==> src/rtl/cpu_pkg.sv <==
// ----------------------------------------------------------------------------
// cpu_pkg
// Shared definitions for the register-file write path.
//   REG_ADDR_W : register address width (32 architectural registers)
//   DATA_W     : register data width
//   REG_ZERO   : hard-wired zero register, never tracked as pending
//   wsel_e     : which requester currently owns the register-file write port
// ----------------------------------------------------------------------------
package cpu_pkg;

   localparam int REG_ADDR_W = 5;
   localparam int DATA_W     = 32;
   localparam logic [REG_ADDR_W-1:0] REG_ZERO = 5'd0;

   typedef enum logic [1:0] {
      WSEL_NONE,
      WSEL_WB,
      WSEL_MD,
      WSEL_DBG
   } wsel_e;

endpackage

==> src/rtl/reg_scoreboard.sv <==
// ----------------------------------------------------------------------------
// reg_scoreboard
// One pending bit per register r1..r31, marking results still owed by the
// multiply/divide unit.
//   clk, reset    : clock, asynchronous active-high reset
//   set_en        : mul/div issue request (accepted only when issue_ok)
//   set_addr      : issue destination; also the issue_ok lookup address
//   clr_en        : mul/div result handshake this cycle
//   clr_addr      : register being written by that handshake
//   rs_addr       : decode source register 1 lookup
//   rt_addr       : decode source register 2 lookup
//   issue_ok      : set_addr has no outstanding mul/div write
//   hazard_stall  : a decode source register is pending
// ----------------------------------------------------------------------------
module reg_scoreboard
   import cpu_pkg::*;
(
   input  logic                  clk,
   input  logic                  reset,
   input  logic                  set_en,
   input  logic [REG_ADDR_W-1:0] set_addr,
   input  logic                  clr_en,
   input  logic [REG_ADDR_W-1:0] clr_addr,
   input  logic [REG_ADDR_W-1:0] rs_addr,
   input  logic [REG_ADDR_W-1:0] rt_addr,
   output logic                  issue_ok,
   output logic                  hazard_stall
);

   logic [31:1] pending_reg;
   logic [31:1] pending_next;
   logic [31:0] pending_vec;
   logic        set_fire;

   // r0 never has a pending bit; padding bit 0 with a constant zero lets
   // every lookup index the full 5-bit address directly.
   assign pending_vec = {pending_reg, 1'b0};

   // Lookups use the registered state only: a same-cycle clear does not
   // release an issue or a stall until the result sits in the register file.
   assign issue_ok     = (set_addr == REG_ZERO) || !pending_vec[set_addr];
   assign hazard_stall = ((rs_addr != REG_ZERO) && pending_vec[rs_addr]) ||
                         ((rt_addr != REG_ZERO) && pending_vec[rt_addr]);

   assign set_fire = set_en && issue_ok && (set_addr != REG_ZERO);

   // Set has priority over clear: a new issue landing on the same register
   // as a completing result leaves the newer op outstanding.
   genvar gi;
   generate
      for (gi = 1; gi < 32; gi++) begin : g_bit
         assign pending_next[gi] =
            (set_fire && (set_addr == REG_ADDR_W'(gi))) ? 1'b1 :
            (clr_en   && (clr_addr == REG_ADDR_W'(gi))) ? 1'b0 :
                                                          pending_reg[gi];
      end
   endgenerate

   always_ff @(posedge clk or posedge reset) begin
      if (reset) begin
         pending_reg <= '0;
      end else begin
         pending_reg <= pending_next;
      end
   end

endmodule

==> src/rtl/regfile_wport_arbiter.sv <==
// ----------------------------------------------------------------------------
// regfile_wport_arbiter
// Shares the single register-file write port between pipeline writeback,
// the multi-cycle mul/div unit and the debug loader, and tracks mul/div
// destinations so decode can stall on operands not yet written.
//   clk, reset                      : clock, asynchronous active-high reset
//   wb_en, wb_addr, wb_data         : writeback, top priority, no ready
//   md_valid, md_addr, md_data      : mul/div result request
//   md_ready                        : mul/div result accepted this cycle
//   dbg_valid, dbg_addr, dbg_data   : debug loader request
//   dbg_ready                       : debug write accepted this cycle
//   md_issue, md_issue_addr         : mul/div op issued with this destination
//   issue_ok                        : destination has no outstanding write
//   rs_addr, rt_addr                : decode source registers
//   hazard_stall                    : a source register is still owed
//   pipe_hold                       : pipeline must freeze WB this cycle
//   rf_we, rf_waddr, rf_wdata       : register-file write port
// ----------------------------------------------------------------------------
module regfile_wport_arbiter
   import cpu_pkg::*;
#(
   parameter int STARVE_MAX = 4
)
(
   input  logic                  clk,
   input  logic                  reset,
   input  logic                  wb_en,
   input  logic [REG_ADDR_W-1:0] wb_addr,
   input  logic [DATA_W-1:0]     wb_data,
   input  logic                  md_valid,
   input  logic [REG_ADDR_W-1:0] md_addr,
   input  logic [DATA_W-1:0]     md_data,
   output logic                  md_ready,
   input  logic                  dbg_valid,
   input  logic [REG_ADDR_W-1:0] dbg_addr,
   input  logic [DATA_W-1:0]     dbg_data,
   output logic                  dbg_ready,
   input  logic                  md_issue,
   input  logic [REG_ADDR_W-1:0] md_issue_addr,
   output logic                  issue_ok,
   input  logic [REG_ADDR_W-1:0] rs_addr,
   input  logic [REG_ADDR_W-1:0] rt_addr,
   output logic                  hazard_stall,
   output logic                  pipe_hold,
   output logic                  rf_we,
   output logic [REG_ADDR_W-1:0] rf_waddr,
   output logic [DATA_W-1:0]     rf_wdata
);

   localparam logic [3:0] STARVE_LIM = 4'(STARVE_MAX);

   wsel_e      wsel;
   logic       md_hs;
   logic [3:0] starve_cnt_reg;
   logic [3:0] starve_cnt_next;

   // Fixed-priority grant. Reset is folded in here so that every handshake
   // output drops the moment reset asserts, without waiting for a clock.
   always_comb begin
      wsel = WSEL_NONE;
      if (!reset) begin
         if (wb_en) begin
            wsel = WSEL_WB;
         end else if (md_valid) begin
            wsel = WSEL_MD;
         end else if (dbg_valid) begin
            wsel = WSEL_DBG;
         end
      end
   end

   assign md_ready  = (wsel == WSEL_MD);
   assign dbg_ready = (wsel == WSEL_DBG);
   assign md_hs     = md_valid && md_ready;

   // Write-port mux; address/data are zeroed when nobody is granted.
   always_comb begin
      rf_we    = 1'b0;
      rf_waddr = REG_ZERO;
      rf_wdata = '0;
      case (wsel)
         WSEL_WB: begin
            rf_we    = 1'b1;
            rf_waddr = wb_addr;
            rf_wdata = wb_data;
         end
         WSEL_MD: begin
            rf_we    = 1'b1;
            rf_waddr = md_addr;
            rf_wdata = md_data;
         end
         WSEL_DBG: begin
            rf_we    = 1'b1;
            rf_waddr = dbg_addr;
            rf_wdata = dbg_data;
         end
         default: begin
            rf_we    = 1'b0;
         end
      endcase
   end

   // Counts consecutive cycles a mul/div result has waited. Once it reaches
   // the limit, pipe_hold forces WB off so mul/div is granted that cycle.
   always_comb begin
      starve_cnt_next = starve_cnt_reg;
      if (!md_valid || md_hs) begin
         starve_cnt_next = 4'd0;
      end else if (starve_cnt_reg < STARVE_LIM) begin
         starve_cnt_next = starve_cnt_reg + 4'd1;
      end
   end

   always_ff @(posedge clk or posedge reset) begin
      if (reset) begin
         starve_cnt_reg <= 4'd0;
      end else begin
         starve_cnt_reg <= starve_cnt_next;
      end
   end

   assign pipe_hold = !reset && md_valid && (starve_cnt_reg == STARVE_LIM);

   reg_scoreboard u_scoreboard (
      .clk          (clk),
      .reset        (reset),
      .set_en       (md_issue),
      .set_addr     (md_issue_addr),
      .clr_en       (md_hs),
      .clr_addr     (md_addr),
      .rs_addr      (rs_addr),
      .rt_addr      (rt_addr),
      .issue_ok     (issue_ok),
      .hazard_stall (hazard_stall)
   );

endmodule

==> config.mk <==
export PLATFORM = sky130hd
export DESIGN_NAME = regfile_wport_arbiter
export DESIGN_NICKNAME = d
export VERILOG_FILES = /design/src/rtl/cpu_pkg.sv /design/src/rtl/reg_scoreboard.sv /design/src/rtl/regfile_wport_arbiter.sv
export SDC_FILE = /design/constraint.sdc
export NUM_CORES = 1
export LEC_CHECK = 0
export BUFFER_PORTS_ARGS = -buffer_cell sky130_fd_sc_hd__buf_2
export CORE_MARGIN = 2
export CORE_UTILIZATION = 45
export CTS_CLUSTER_SIZE = 20
export DETAILED_ROUTE_END_ITERATION = 10
export GPL_ROUTABILITY_DRIVEN = 0
export PLACE_DENSITY = 0.86
export SETUP_SLACK_MARGIN = 0.4
export SKIP_LAST_GASP = 1
export SYNTH_ARGS = -nofsm -noshare
export SYNTH_HDL_FRONTEND = slang
export SYNTH_SLANG_ARGS = --single-unit
==> constraint.sdc <==
create_clock -name clk -period 2.8 [get_ports clk]
set_input_delay 0.28 -clock clk [delete_from_list [all_inputs] [get_ports clk]]
set_output_delay 0.28 -clock clk [all_outputs]
set_load 0.01 [all_outputs]
Yosys cells after proc, flatten, opt, wreduce, memory -nomap -nowiden. Index checks and enable logic that the tools add are counted.

Add/sub/neg operators: 1. Multiply operators: 0. Divide/modulo/power cells: 0. Order comparisons: 4. Equality and inequality tests: 66. Shift-type cells: 0. Multiplexer cells: 77. Bitwise logic cells: 0. Reductions and logical operators: 112.

Operators by type and width (count): 5-bit == test (second input constant) (32); 32-bit one-hot mux with 3 select lines (1); 5-bit by 4-bit == test with 1-bit output (second input constant) (16); 1-bit logical AND (69); 1-bit 2-to-1 mux (66); 2-bit nonzero test (32); 5-bit by 3-bit == test with 1-bit output (second input constant) (8); 5-bit by 2-bit == test with 1-bit output (second input constant) (4); 5-bit by 6-bit less-than comparator with 1-bit output (second input constant) (3); 1-bit binary-select mux with 5-bit select (3); 5-bit one-hot mux with 3 select lines (1); 5-bit nonzero test (3); 5-bit by 1-bit == test with 1-bit output (second input constant) (2); 2-bit 2-to-1 mux (4); 4-bit 2-to-1 mux (2); 5-bit logical NOT (1); 4-bit by 1-bit adder with 4-bit output (second input constant) (1); 2-bit == test (second input constant) (2); 4-bit by 3-bit == test with 1-bit output (second input constant) (1); 4-bit by 3-bit less-than comparator with 1-bit output (second input constant) (1); 1-bit logical NOT (3); 1-bit logical OR (3); 3-bit OR reduction (1); 2-bit by 1-bit == test with 1-bit output (second input constant) (1).

Register bits: 35. Latch bits: 0. Bits in writable memories: 0. ROM bits: 0. Word-level logic and storage cells: 292. Memories kept: 0.

Logic depth before layout (Yosys ltp).
Depth in word-level cells: 9. Depth in mapped cells: 9. Gate-level depth less buffers: 7.

Modules after synthesis. Synthesis repeated with hierarchy kept, for this count alone.

Cell total of the unflattened synthesis: 328. Area, all modules: 3246.9 sq um.

By module, submodules not included: reg_scoreboard (times used 1, cells an instance 210, area each 2208.4 sq um, sequential area each 775.7 sq um); regfile_wport_arbiter (times used 1, cells an instance 118, area each 1038.5 sq um, sequential area each 100.1 sq um).

Least setup slack after synthesis. Ideal clock, no wire load.

Path kind: input -> output. Start point: in rt_addr[1]. End point: out hazard_stall. Data arrival time: 1.884 ns. Required time: 2.520 ns. Slack: 0.636 ns. Stages on the path: 5. Cell sequence: clkbuf_1 mux4_2 mux4_2 mux2i_1 nand2_1.

Word-level cells in the longest chain between the ends: 4.

RTL lines: start: declaration (line regfile_wport_arbiter.sv:42) `input logic [REG_ADDR_W-1:0] rt_addr,`; 1-bit binary-select mux with 5-bit select (line reg_scoreboard.sv:43) `((rt_addr != REG_ZERO) && pending_vec[rt_addr]);`; 1-bit 2-to-1 mux (implied by the code) (line reg_scoreboard.sv:43); 1-bit logical AND * (line reg_scoreboard.sv:43); 1-bit logical OR * (line reg_scoreboard.sv:42) `assign hazard_stall = ((rs_addr != REG_ZERO) && pending_vec[rs_addr]) ||`; end: declaration (line regfile_wport_arbiter.sv:43) `output logic hazard_stall,`.

Mark *: on every way between the ends. The rest lies on a longest branch, timed or not. The select of a mux whose other input is x is not followed.

Worst setup path after layout.
Start point: reg u_scoreboard.pending_reg[31] (netlist bit). End point: out hazard_stall.

Word-level cells in the longest chain between the ends: 4.

RTL lines: start: declaration (line reg_scoreboard.sv:30) `logic [31:1] pending_reg;`; start signal: assignment (line reg_scoreboard.sv:63) `pending_reg <= pending_next;`; 1-bit binary-select mux with 5-bit select (on tied branches) (line reg_scoreboard.sv:42, reg_scoreboard.sv:43); 1-bit 2-to-1 mux (on tied branches) (line reg_scoreboard.sv:42, reg_scoreboard.sv:43); 1-bit logical AND (on tied branches) (line reg_scoreboard.sv:42, reg_scoreboard.sv:43); 1-bit logical OR * (line reg_scoreboard.sv:42).

Marked as above.

==> flow_summary.ini <==
[yosys]
synthTopCellsByArea = dfrtp_1, mux4_2, a222oi_1
async_flop_share_pct = 100
synth_edf_count = 0
ys_top_cells_by_count = o21ai_0, dfrtp_1, inv_1, nand2_1, a222oi_1
synth_ff_type = dfrtp_1
netlist_instances = 356
avgSynthCellArea_um2 = 8.80
mappedNetlistArea_mm2 = 0.00313
syn_nets = 490
ys_warn_count = 0
yosysSeqAreaShare_pct = 27.9
yosys_register_bits = 35
synth_cell_types = 38
yosysMostFrequentCell = o21ai_0
synth_top_area_share_pct = 27.9
synth_largest_area_cell = dfrtp_1

[sta]
skew_ps = 1.95
finalSetupTns_ps = 0
hold_viol = 0
fmax_mhz = 425
slew_viol_final = 0
finalSetupViolCount = 0
rsz0062_at_grt = true
period_minus_slack_ps = 2350
tightest_slew_ps = 476
min_period_over_period_pct = 84.0
slew_headroom_pct = 68.3

[drt]
vias_per_cell = 6.32
routed_wirelength_mm = 11.5
post_drt_wl_per_cell_um = 19.1
drtIter0Drc = 419
drt-pass1-iter-count = 7
drc = 0
drtAntennaViolNets = 0
vias = 3801

[layout]
fin_util_pct = 61.9
drive_gt1_share_pct = 43.0
fin_nets = 654
area_delta_synth_final_pct = 33.5
final_cell_area_mm2 = 0.00418
largest_register_ffs = 31
antennaDiodeCount = 0

[setup_path]
cp_cell_sequence = mux4_2 > mux4_2 > mux2i_1 > nand2_1 > buf_2
cp_num_buf_inv = 1
crit_cells = 5
slowest_stage = mux4_2
max_stage_delay_ps = 480
crit_family = multiplexers
cp-end-kind = output pin
cp.required_ps = 2520
cp_common_cell = mux4_2
reg2reg_depth = 7
path_class = reg2out
cp-start-kind = register
crit_path_max_fanout = 5
critPathArrivalTime_ps = 2070

[outcome]
outcome = complete, no violations

[pwr]
switching_share_pct = 35.2
power_density_mw_per_mm2 = 480
totalPowerFinal_mw = 2.01
power_switching_mw = 0.707
comb_power_share_pct = 40.3
ir_drop_v = 0.000203
pwr-share-seq_pct = 40.0
pwr-share-clk_pct = 19.7
p_int_mw = 1.30
p_leak_nw = 2.10

[grt]
grt_overflow = 0
track_usage_pct = 29.5
grt_pass1_wl_mm = 17.5
grt_pass1_vias = 3585
antenna_found_initial = 0
grt_max_degree = 36

[floorplanning]
core_mm2 = 0.00676
die-area_mm2 = 0.00765
die_height_um = 87.5
start_util_pct = 46.4
die_x_um = 87.5
rows = 30
ios = 175

[clock_network]
htreeDepth = 2
clk_pin_slew_ps = 60
cts_max_path_buffers = 2
cts_tree = built
ctsHoldBuffers = 0
cts.sinks = 35
insertion_delay_ps = 290
cts_buffers = 5
ctsRootBufferMaster = clkbuf_8

[hold_path]
hold_path_class = in2async

[place]
placed_area_mm2 = 0.00403
hpwl_mm = 9.13
io_buffers = 174

[run]
maxCapViolations = 0
-- layout by cell type (no fill, tap or decap), drive strengths merged --
master and instances:
a21oi 19, a221oi 1, a222oi 28, a22oi 3, and2b 1, buf 186, clkbuf 8, clkinv 1
dfrtp 35, ha 2, inv 33, mux2 1, mux2i 15, mux4 21, nand2 29, nand2b 8
nand3 13, nand3b 7, nand4 4, nor2 22, nor2b 8, nor3 4, nor4b 1, o21ai 42
o221ai 1, o31ai 19, o41ai 1, or2 3, or3 1, or3b 1, or4 2, xnor2 1
-- routing by layer --
metal	GRT usage [%]	part of all wire, %
met5	0	0
met4	13.8	3.7
met3	6.82	11
met2	48.2	49
met1	36.9	36
-- per-stage QoR --
step | setup WS (ps) | instances | hold WS [ps]
floorplan | 636 | 356 | 480
global route | 373 | 601 | 267
global placement | 467 | 587 | 520
detailed placement | 349 | 587 | 525
CTS | 413 | 595 | 217
finish | 448 | 601 | 214
-- power by group through the flow --
stage / Combinational, mW / Clock (mW) / Sequential, mW
final: 0.809 / 0.396 / 0.804
after global routing: 0.881 / 0.428 / 0.819
after CTS: 0.774 / 0.402 / 0.791
after detailed placement: 0.770 / 0 / 0.799
after global placement: 0.741 / 0 / 0.780
after floorplan: 0.540 / 0 / 0.727
-- worst reg2reg max path, stage by stage (launching register included) --
cell and delay [ps]:
dfrtp_1 410, mux4_1 540, mux2i_2 210, or3b_2 180
nand4_4 110, buf_4 200, buf_4 180, o31ai_1 260
-- cell families (layout without fill, tap and decap cells) --
kind of cell	count (synthesis)	count (layout)	share of synthesized area [%]
compound gates	114	114	25.0
simple gates	104	104	17.0
buf+inv	63	228	8.50
mux	37	37	20.5
flops	35	35	27.9
fa+ha+maj	2	2	0.798
xor+xnor	1	1	0.279
-- final timing paths --
path / start / to / slack [ps]
worst max-delay path: u_scoreboard.pending_reg[31] / hazard_stall / 450
worst min-delay path: reset / starve_cnt_reg[3] / 210
worst max register to register: u_scoreboard.pending_reg[19] / u_scoreboard.pending_reg[20] / 620
worst min register to register: u_scoreboard.pending_reg[29] / u_scoreboard.pending_reg[29] / 540
max in group asynchronous: reset / u_scoreboard.pending_reg[28] / 2260
min in group clk: md_issue_addr[3] / u_scoreboard.pending_reg[12] / 390
-- final cells by class --
type                    count  area (µm²)
flip-flops and latches     35         878
fillers                   599        2570
repair buffers            186         973
multi-input cells         258        2000
well taps                  80         100
inverters                  34         128
clock buffers               8         100
-- what timing repair did --
action / CTS / global route
resized for setup: 0 / 3
pin swaps: 1 / 0
gates cloned: 0 / 0
setup endpoints to repair: 1 / 2
buffers inserted: 0 / 6
Note: power is estimated with default switching activity, not from simulation.
